File: src/rtl/cronometro_pkg.sv
`default_nettype none
// ============================================================================
//  Module      : cronometro_pkg
//  Description : Shared definitions for the stopwatch: counter mode
//                encodings and the running-total width and limit.
//  Revision    : 1.0 - initial release
// ============================================================================
package cronometro_pkg;

    // Running-total width and the largest value the counter produces
    localparam int NUM_W   = 15;
    localparam int NUM_MAX = 10000;

    // Mode driven to the counter
    typedef enum logic [2:0] {
        EST_ZERA    = 3'd0,
        EST_CONTA   = 3'd1,
        EST_CONGELA = 3'd2,
        EST_PARADO  = 3'd3
    } estado_t;

endpackage : cronometro_pkg
`default_nettype wire

File: src/rtl/debouncer_botao.sv
`default_nettype none
// ============================================================================
//  Module      : debouncer_botao
//  Description : Push-button front end. It synchronises the raw active-low
//                key, accepts a new level only after a long enough run of
//                disagreeing samples, and emits a one-cycle pulse when the
//                accepted level falls (press). A release produces no pulse.
//  Revision    : 1.0 - initial release
// ============================================================================
module debouncer_botao #(
    parameter int DEBOUNCE_CYCLES = 1000000
) (
    input  logic clk,
    input  logic rst_n,
    input  logic key_n,
    output logic press
);

    // The counter has to hold DEBOUNCE_CYCLES itself
    localparam int                 c_cnt_w    = $clog2(DEBOUNCE_CYCLES + 1);
    localparam logic [c_cnt_w-1:0] c_cnt_last = c_cnt_w'(DEBOUNCE_CYCLES);

    logic               r_sync1;
    logic               r_sync2;
    logic               r_level;
    logic               r_level_d;
    logic               r_press;
    logic [c_cnt_w-1:0] r_cnt;

    // Two-flop synchroniser; resets to the released level
    always_ff @(posedge clk) begin
        if (!rst_n) begin
            r_sync1 <= 1'b1;
            r_sync2 <= 1'b1;
        end else begin
            r_sync1 <= key_n;
            r_sync2 <= r_sync1;
        end
    end

    // Count completed disagreement cycles; flip the level once the count has
    // reached DEBOUNCE_CYCLES and the sample still disagrees, any agreement restarts
    always_ff @(posedge clk) begin
        if (!rst_n) begin
            r_level <= 1'b1;
            r_cnt   <= '0;
        end else if (r_sync2 == r_level) begin
            r_cnt <= '0;
        end else if (r_cnt == c_cnt_last) begin
            r_level <= r_sync2;
            r_cnt   <= '0;
        end else begin
            r_cnt <= r_cnt + 1'b1;
        end
    end

    // Registered falling-edge detector on the accepted level
    always_ff @(posedge clk) begin
        if (!rst_n) begin
            r_level_d <= 1'b1;
            r_press   <= 1'b0;
        end else begin
            r_level_d <= r_level;
            r_press   <= r_level_d & ~r_level;
        end
    end

    assign press = r_press;

endmodule : debouncer_botao
`default_nettype wire

File: src/rtl/controle_cronometro.sv
`default_nettype none
// ============================================================================
//  Module      : controle_cronometro
//  Description : Stopwatch controller. Debounces the three board keys, runs
//                the ZERA/CONTA/CONGELA/PARADO mode machine on the press
//                pulses, captures lap values and drives the counter mode.
//  Revision    : 1.0 - initial release
// ============================================================================
module controle_cronometro
    import cronometro_pkg::*;
#(
    parameter int DEBOUNCE_CYCLES = 1000000,
    parameter int CONGELA_MAX     = 50000000
) (
    input  logic             clk,
    input  logic             rst_n,
    input  logic             key_start_n,
    input  logic             key_parcial_n,
    input  logic             key_zera_n,
    input  logic [NUM_W-1:0] num_total,
    output logic [2:0]       estado,
    output logic [NUM_W-1:0] parcial,
    output logic             parcial_valido,
    output logic             evento
);

    // Timer only needs to reach CONGELA_MAX-1
    localparam int                 c_tmr_w    = (CONGELA_MAX > 1) ? $clog2(CONGELA_MAX) : 1;
    localparam int                 c_tmr_lim  = (CONGELA_MAX > 0) ? (CONGELA_MAX - 1) : 0;
    localparam logic [c_tmr_w-1:0] c_tmr_last = c_tmr_w'(c_tmr_lim);
    localparam bit                 c_tmr_on   = (CONGELA_MAX != 0);

    logic             w_start;
    logic             w_parcial;
    logic             w_zera;
    logic             w_timeout;
    logic             w_captura;
    logic             w_limpa;
    estado_t          w_prox;

    estado_t          r_estado;
    logic [NUM_W-1:0] r_parcial;
    logic             r_valido;
    logic             r_evento;
    logic [c_tmr_w-1:0] r_timer;

    debouncer_botao #(.DEBOUNCE_CYCLES(DEBOUNCE_CYCLES)) u_deb_start (
        .clk   (clk),
        .rst_n (rst_n),
        .key_n (key_start_n),
        .press (w_start)
    );

    debouncer_botao #(.DEBOUNCE_CYCLES(DEBOUNCE_CYCLES)) u_deb_parcial (
        .clk   (clk),
        .rst_n (rst_n),
        .key_n (key_parcial_n),
        .press (w_parcial)
    );

    debouncer_botao #(.DEBOUNCE_CYCLES(DEBOUNCE_CYCLES)) u_deb_zera (
        .clk   (clk),
        .rst_n (rst_n),
        .key_n (key_zera_n),
        .press (w_zera)
    );

    assign w_timeout = c_tmr_on && (r_timer == c_tmr_last);

    // Next mode from press pulses: zera beats start beats parcial, presses
    // beat the CONGELA timeout
    always_comb begin
        w_prox    = r_estado;
        w_captura = 1'b0;
        w_limpa   = 1'b0;
        if (w_zera) begin
            w_prox  = EST_ZERA;
            w_limpa = 1'b1;
        end else begin
            case (r_estado)
                EST_ZERA: begin
                    if (w_start) w_prox = EST_CONTA;
                end
                EST_CONTA: begin
                    if (w_start) begin
                        w_prox = EST_PARADO;
                    end else if (w_parcial) begin
                        w_prox    = EST_CONGELA;
                        w_captura = 1'b1;
                    end
                end
                EST_CONGELA: begin
                    if (w_start)        w_prox = EST_PARADO;
                    else if (w_parcial) w_prox = EST_CONTA;
                    else if (w_timeout) w_prox = EST_CONTA;
                end
                EST_PARADO: begin
                    if (w_start) w_prox = EST_CONTA;
                end
                default: w_prox = EST_ZERA;
            endcase
        end
    end

    // Mode register, lap register, change pulse and CONGELA residence timer
    always_ff @(posedge clk) begin
        if (!rst_n) begin
            r_estado  <= EST_ZERA;
            r_parcial <= '0;
            r_valido  <= 1'b0;
            r_evento  <= 1'b0;
            r_timer   <= '0;
        end else begin
            r_estado <= w_prox;
            r_evento <= (w_prox != r_estado);
            if (w_limpa) begin
                r_parcial <= '0;
                r_valido  <= 1'b0;
            end else if (w_captura) begin
                r_parcial <= num_total;
                r_valido  <= 1'b1;
            end
            // Timer starts from zero on each entry into CONGELA
            if ((r_estado == EST_CONGELA) && (w_prox == EST_CONGELA)) begin
                r_timer <= r_timer + 1'b1;
            end else begin
                r_timer <= '0;
            end
        end
    end

    assign estado         = r_estado;
    assign parcial        = r_parcial;
    assign parcial_valido = r_valido;
    assign evento         = r_evento;

endmodule : controle_cronometro
`default_nettype wire

File: config.mk
export PLATFORM = sky130hd
export DESIGN_NAME = controle_cronometro
export DESIGN_NICKNAME = d
export VERILOG_FILES = /design/src/rtl/cronometro_pkg.sv /design/src/rtl/debouncer_botao.sv /design/src/rtl/controle_cronometro.sv
export SDC_FILE = /design/constraint.sdc
export NUM_CORES = 1
export LEC_CHECK = 0
export CORE_MARGIN = 2
export CORE_UTILIZATION = 40
export DETAILED_ROUTE_END_ITERATION = 12
export MAX_ROUTING_LAYER = met4
export SLEW_MARGIN = 20
export SYNTH_ARGS = -nofsm -noshare
export SYNTH_HDL_FRONTEND = slang
export SYNTH_SLANG_ARGS = --single-unit
File: constraint.sdc
create_clock -name clk -period 2.1 [get_ports clk]
set_input_delay 0.42 -clock clk [delete_from_list [all_inputs] [get_ports clk]]
set_output_delay 0.42 -clock clk [all_outputs]
set_load 0.005 [all_outputs]
==> results of run 1 <==
==> per-layer routing <==
metal  vias to the layer above  global-route usage (%)  part of all wire (%)
met5                         -                       -                     0
met4                         0                    8.04                   2.2
met3                        23                    4.21                   2.6
met2                        41                    27.7                    49
met1                      2019                    19.6                    46
li1                       2206                       -                     -
==> area by class of cell <==
| class | instances | area share (%) |
|---|---|---|
| Clock inverter | 14 | 2.30 |
| Clock buffer | 18 | 6.72 |
| Tap cell | 172 | 3.30 |
| Sequential cell | 121 | 37.1 |
| Timing Repair Buffer | 57 | 8.24 |
| Inverter | 33 | 1.90 |
| Multi-Input combinational cell | 421 | 40.5 |
==> power by group <==
part	total (mW)	switching [mW]	internal [mW]
sequential	2.31	0.00618	2.31
clock	2.84	1.06	1.77
combinational	0.0777	0.0309	0.0468
==> logic make-up after synthesis <==
group / Yosys count / synth area share, %
xor+xnor: 48 / 7.96
flops: 121 / 45.9
buf+inv: 60 / 4.36
compound gates: 86 / 9.48
fa+ha+maj: 7 / 1.66
other cells: 1 / 0.0710
mux: 15 / 2.84
simple gates: 264 / 27.7
==> synthesized netlist by cell type, types with 11 or more instances <==
cell type and n:
dfxtp_1 121, nor2_1 78, a21oi_1 37, inv_1 33
nand2_1 32, xnor2_1 30, nand3_1 27, clkbuf_1 22
o21ai_0 22, or4_1 19, or3_1 18, xor2_1 18
o31ai_1 17, mux2i_1 15, nand4_1 13, nand2b_1 11
==> cells in the final DEF, fill, tap and decap left out, drive strengths merged, types with 22 or more instances in the layout <==
cell type / synthesis / routed
clkdlybuf4s50: 0 / 39
a21oi: 37 / 37
dfxtp: 121 / 121
o21ai: 23 / 23
inv: 33 / 34
nand2: 32 / 32
nand3: 27 / 27
nor2: 78 / 78
xnor2: 30 / 30
or3: 22 / 22
==> critical path: stages (launching register included) <==
cell and delay, ps:
dfxtp_1 440, nand4_4 180, or4_4 610, or4_1 490, a21oi_1 170
==> flip-flops by register name (all words and copies together), names as in the netlist, 3 cells and up <==
signal               flops
r_timer                 26
u_deb_parcial.r_cnt     20
u_deb_start.r_cnt       20
u_deb_zera.r_cnt        20
parcial                 15
estado                   3
==> repair_timing <==
action	4_1_cts	5_1_grt
setup endpoints to repair	0	8
setup buffers	0	0
hold endpoints to repair	0	0
gates resized for setup	0	4
==> per-stage QoR <==
step	hold slack [ps]	worst slack, ps	std cells	instance area [um2]	power, mW
after floorplan	386	212	602	5280	2.39
after global placement	394	133	804	5930	2.44
after detailed placement	395	59.1	804	5930	2.44
after CTS	414	29.2	836	6520	5.29
after global routing	427	22.6	836	6530	5.41
final	409	142	836	6530	5.23
==> how the worst max path moves through the flow <==
stage | to | slack, ps | depth (start not counted)
2_1_floorplan | u_deb_zera.r_cnt[17] | 210 | 5
3_3_place_gp | u_deb_zera.r_cnt[19] | 130 | 4
3_5_place_dp | u_deb_parcial.r_cnt[19] | 60 | 4
4_1_cts | u_deb_parcial.r_cnt[19] | 30 | 4
5_1_grt | r_timer[21] | 20 | 4
6_report | u_deb_zera.r_cnt[19] | 140 | 4
==> reports/qor.yml, run 1 <==
status: "finished, final reports clean"
seq_area_frac_synth_pct: 45.9
syn_to_final_growth_pct: 23.7
syn_nets: 629
reg2reg_depth: 4
holdPathStages: 1
htreeDepth: 4
worstHoldPathType: "reg -> reg"
r2r-end: "u_deb_zera.r_cnt[19]"
grt_max_degree: 26
route.detailed.drc: 0
synth-seq-cells: 121
fmax_mhz: 511
num_vias: 4289
slew_viol_final: 0
drt-initial-drc-count: 267
period_share_pct: 93.2
netlist_area_um2: 5280
critPathKind: "reg -> reg"
hpwl_mm: 7.70
grtUsageTotal_pct: 17.0
critPathRequiredTime_ps: 2450
critPathCaptureType: "register"
dieArea_um2: 14100
syn_avg_cell_area_um2: 8.77
reg2reg_from: "u_deb_zera.r_cnt[3]"
core-area_um2: 12800
startpoint: "u_deb_zera.r_cnt[3]"
antenna_found_initial: 0
cap_violations: 0
die_h_um: 119
ant_nets: 0
io_pins: 40
clk_latency_ps: 420
regArea_um2: 2420
antennaDiodeCount: 0
numCtsBuffers: 17
synth_top_area_share_pct: 45.9
layout_min_cycle_time_ps: 1960
irDropWorstVdd_mv: 0.572
clkSinkCount: 121
grt_pass1_vias: 4106
clkTransAtPathRegs_ps: 60
power_leakage_nw: 2.19
hold_end: "u_deb_parcial.r_sync2"
die_w_um: 119
gp_congestion: 0.855
synth_async_sr_flop_share_pct: 0
multi_input_area_um2: 2640
setup_tns_ps: 0
clock-skew-final_ps: 7.28
viasPerCell: 5.13
r2r_setup_slack_ps: 140
firstDrtPassIters: 4
relSlewSlack_pct: 55.6
crit_fanout: 9
cts_tree: "built"
synth_area_leader_cell: "dfxtp_1"
synthTopCellsByArea: "dfxtp_1, nor2_1, xnor2_1"
cts-root-buf: "clkbuf_16"
placementRows: 41
ys_types: 41
io_buffer_count: 39
synth_edf_count: 0
powerDensity_nw_per_um2: 800
ys_warn_count: 0
grt_pass1_wl_mm: 18.9
utilization_pct: 51.1
wl_per_cell_um: 13.0
hold_viol_final: 0
setup_viol: 0
start_util_pct: 41.3
synthFlopType: "dfxtp_1"
rsz0062_at_grt: "false"
synthCells: 602
crit_path_start_kind: "register"
grt-ovfl-total: 0
worstMarginPinSlew_ps: 667
worstPathArrival_ps: 2310
min-delay-start: "u_deb_parcial.r_sync1"
fillers: 1180
drive_gt1_share_pct: 10.2
clock_path_buffers: 2
hold_buffers: 0
nets: 678
routed_wl_mm: 10.9
Power figures use the tool's default switching activity.
==> run 2, diff against run 1 <==
--- a/config.mk
+++ b/config.mk
@@ -5,7 +5,8 @@
 export SDC_FILE = /design/constraint.sdc
 export NUM_CORES = 1
 export LEC_CHECK = 0
-export CORE_MARGIN = 2
+export CAP_MARGIN = 20
+export CORE_MARGIN = 8
 export CORE_UTILIZATION = 40
 export DETAILED_ROUTE_END_ITERATION = 12
 export MAX_ROUTING_LAYER = met4
==> reports/qor.yml, run 2 (synthesis results as in run 1) <==
die_h_um: 131  # +10%
critPathMaxStageDelay_ps: 580  # -30 ps
post_cts_buffers: 0  # unchanged
io_pins: 40  # unchanged
largest_reg_flops: 26  # unchanged
fillers: 1236  # +4.7%
path_cells: "ha_1 > inv_1 > or4_4 > or4_1 > a21oi_1"
dieArea_um2: 17100  # +21%
htreeDepth: 4  # unchanged
syn_to_final_growth_pct: 23.1
switchingPower_uw: 988  # -10%
cap_violations: 0  # unchanged
rsz0062_at_grt: "false"
placed_cells: 810  # +0.75%
seqPwrFrac_pct: 46.2  # +2.0 points
crit_path_start_kind: "register"
layout_common_cells: "dfxtp_1, nor2_1, clkdlybuf4s50_1"
nets: 680  # +0.29%
crit_fanout: 8  # -1
switching_share_pct: 19.7  # -1.3 points
final_common_cell: "dfxtp_1"
wl_per_cell_um: 12.8  # -1.7%
grt_pass1_vias: 4115  # +0.22%
pwr-share-clk_pct: 52.2  # -2.1 points
hold_viol_final: 0  # unchanged
core-area_um2: 13100  # +2.4%
fmax_mhz: 518  # +1.4%
antennaDiodeCount: 0  # unchanged
worstMarginPinSlew_ps: 642  # -24.2 ps
clkTransAtPathRegs_ps: 50  # about the same
powerDensity_nw_per_um2: 770  # -3.8%
grtUsageTotal_pct: 14.0  # -3.0 points
critPathRequiredTime_ps: 2450  # about the same
setup_viol: 0  # unchanged
numCtsBuffers: 17  # unchanged
grt_max_degree: 26  # unchanged
layout_min_cycle_time_ps: 1930  # -27.8 ps
num_vias: 4308  # +0.44%
clkSinkCount: 121  # unchanged
start_util_pct: 40.4  # -0.98 points
slew_viol_final: 0  # unchanged
firstDrtPassIters: 5  # +1
cts_tree: "built"
ant_nets: 0  # unchanged
crit_buf_inv: 1  # +1
gp_congestion: 0.819  # -4.3%
irDropWorstVdd_mv: 0.574  # +0.44%
utilization_pct: 49.7  # -1.4 points
drt-initial-drc-count: 294  # +10%
drive_gt1_share_pct: 9.92  # -0.32 points
worstHoldPathType: "reg -> reg"
clock-skew-final_ps: 7.34  # +0.0591 ps
period_share_pct: 91.9  # -1.3 points
relSlewSlack_pct: 57.2  # +1.6 points
status: "finished, final reports clean"
clock_path_buffers: 2  # unchanged
critPathSlowestCell: "or4_4"
die_w_um: 131  # +10%
top_register: "r_timer"
route.detailed.drc: 0  # unchanged
antenna_found_initial: 0  # unchanged
p_int_mw: 4.02  # -2.6%
grt_pass1_wl_mm: 18.5  # -1.9%
place_area_um2: 5950  # +0.34%
critPathTopFamily: "simple AND/OR/NAND/NOR gates"
finalInstanceArea_um2: 6500  # -0.46%
finalNonFillerCells: 841  # +0.60%
io_buffer_count: 39  # unchanged
clk_latency_ps: 410  # about the same
power_leakage_nw: 2.19  # about the same
placementRows: 42  # +2.4%
viasPerCell: 5.12  # -0.15%
cts-root-buf: "clkbuf_16"
critPathCaptureType: "register"
hpwl_mm: 7.78  # +1.0%
routed_wl_mm: 10.8  # -1.1%
worstPathArrival_ps: 2280  # -30 ps
setup_tns_ps: 0  # unchanged
critPathKind: "reg -> reg"
p_comb_share_pct: 1.6  # about the same
grt-ovfl-total: 0  # unchanged
finalPower_mw: 5.01  # -4.2%
[run 2: final cells by class]
type | instances | area, um2 | share of cell area, %
clock buffer | 22 | 464 | 7.14
clock inverter | 9 | 75.1 | 1.15
inverter | 33 | 124 | 1.91
multi-input combinational | 421 | 2640 | 40.6
sequential | 121 | 2420 | 37.3
tap | 176 | 220 | 3.39
timing repair buffer | 59 | 553 | 8.51
[run 2: metrics by stage]
stage / hold slack (ps) / setup slack (ps)
6_report: 403 / 170
5_1_grt: 422 / 45.8
4_1_cts: 407 / 65.3
3_5_place_dp: 395 / 79.9
3_3_place_gp: 391 / 147
2_1_floorplan: 386 / 212
[run 2: power by group through the flow]
stage / Clock, mW / Sequential, mW / Combinational, mW
global placement: 0 / 2.36 / 0.0770
CTS: 2.70 / 2.31 / 0.0797
floorplan: 0 / 2.36 / 0.0261
global route: 2.79 / 2.31 / 0.0860
finish: 2.61 / 2.31 / 0.0784
detailed placement: 0 / 2.36 / 0.0791
[run 2: layer usage]
layer	track usage, %	share of wire (%)	up-vias
met1	15.5	45	2024
met4	6.89	1.7	0
li1	-	-	2218
met5	-	0	-
met2	23.1	50	53
met3	3.65	3.2	13
[run 2: path summary, 6_finish.rpt]
kind | startpoint | to | slack, ps | cells past startpoint
setup reg to reg | u_deb_parcial.r_cnt[0] | u_deb_parcial.r_cnt[18] | 170 | 5
setup / recovery | u_deb_parcial.r_cnt[0] | u_deb_parcial.r_cnt[18] | 170 | 5
hold / removal | u_deb_parcial.r_sync1 | u_deb_parcial.r_sync2 | 400 | 1
hold reg to reg | u_deb_parcial.r_sync1 | u_deb_parcial.r_sync2 | 400 | 1
[run 2: repair_timing]
action / in CTS / in global routing
hold buffers: 0 / 0
hold endpoints to repair: 0 / 0
setup endpoints to repair: 0 / 7
resized for setup: 0 / 4
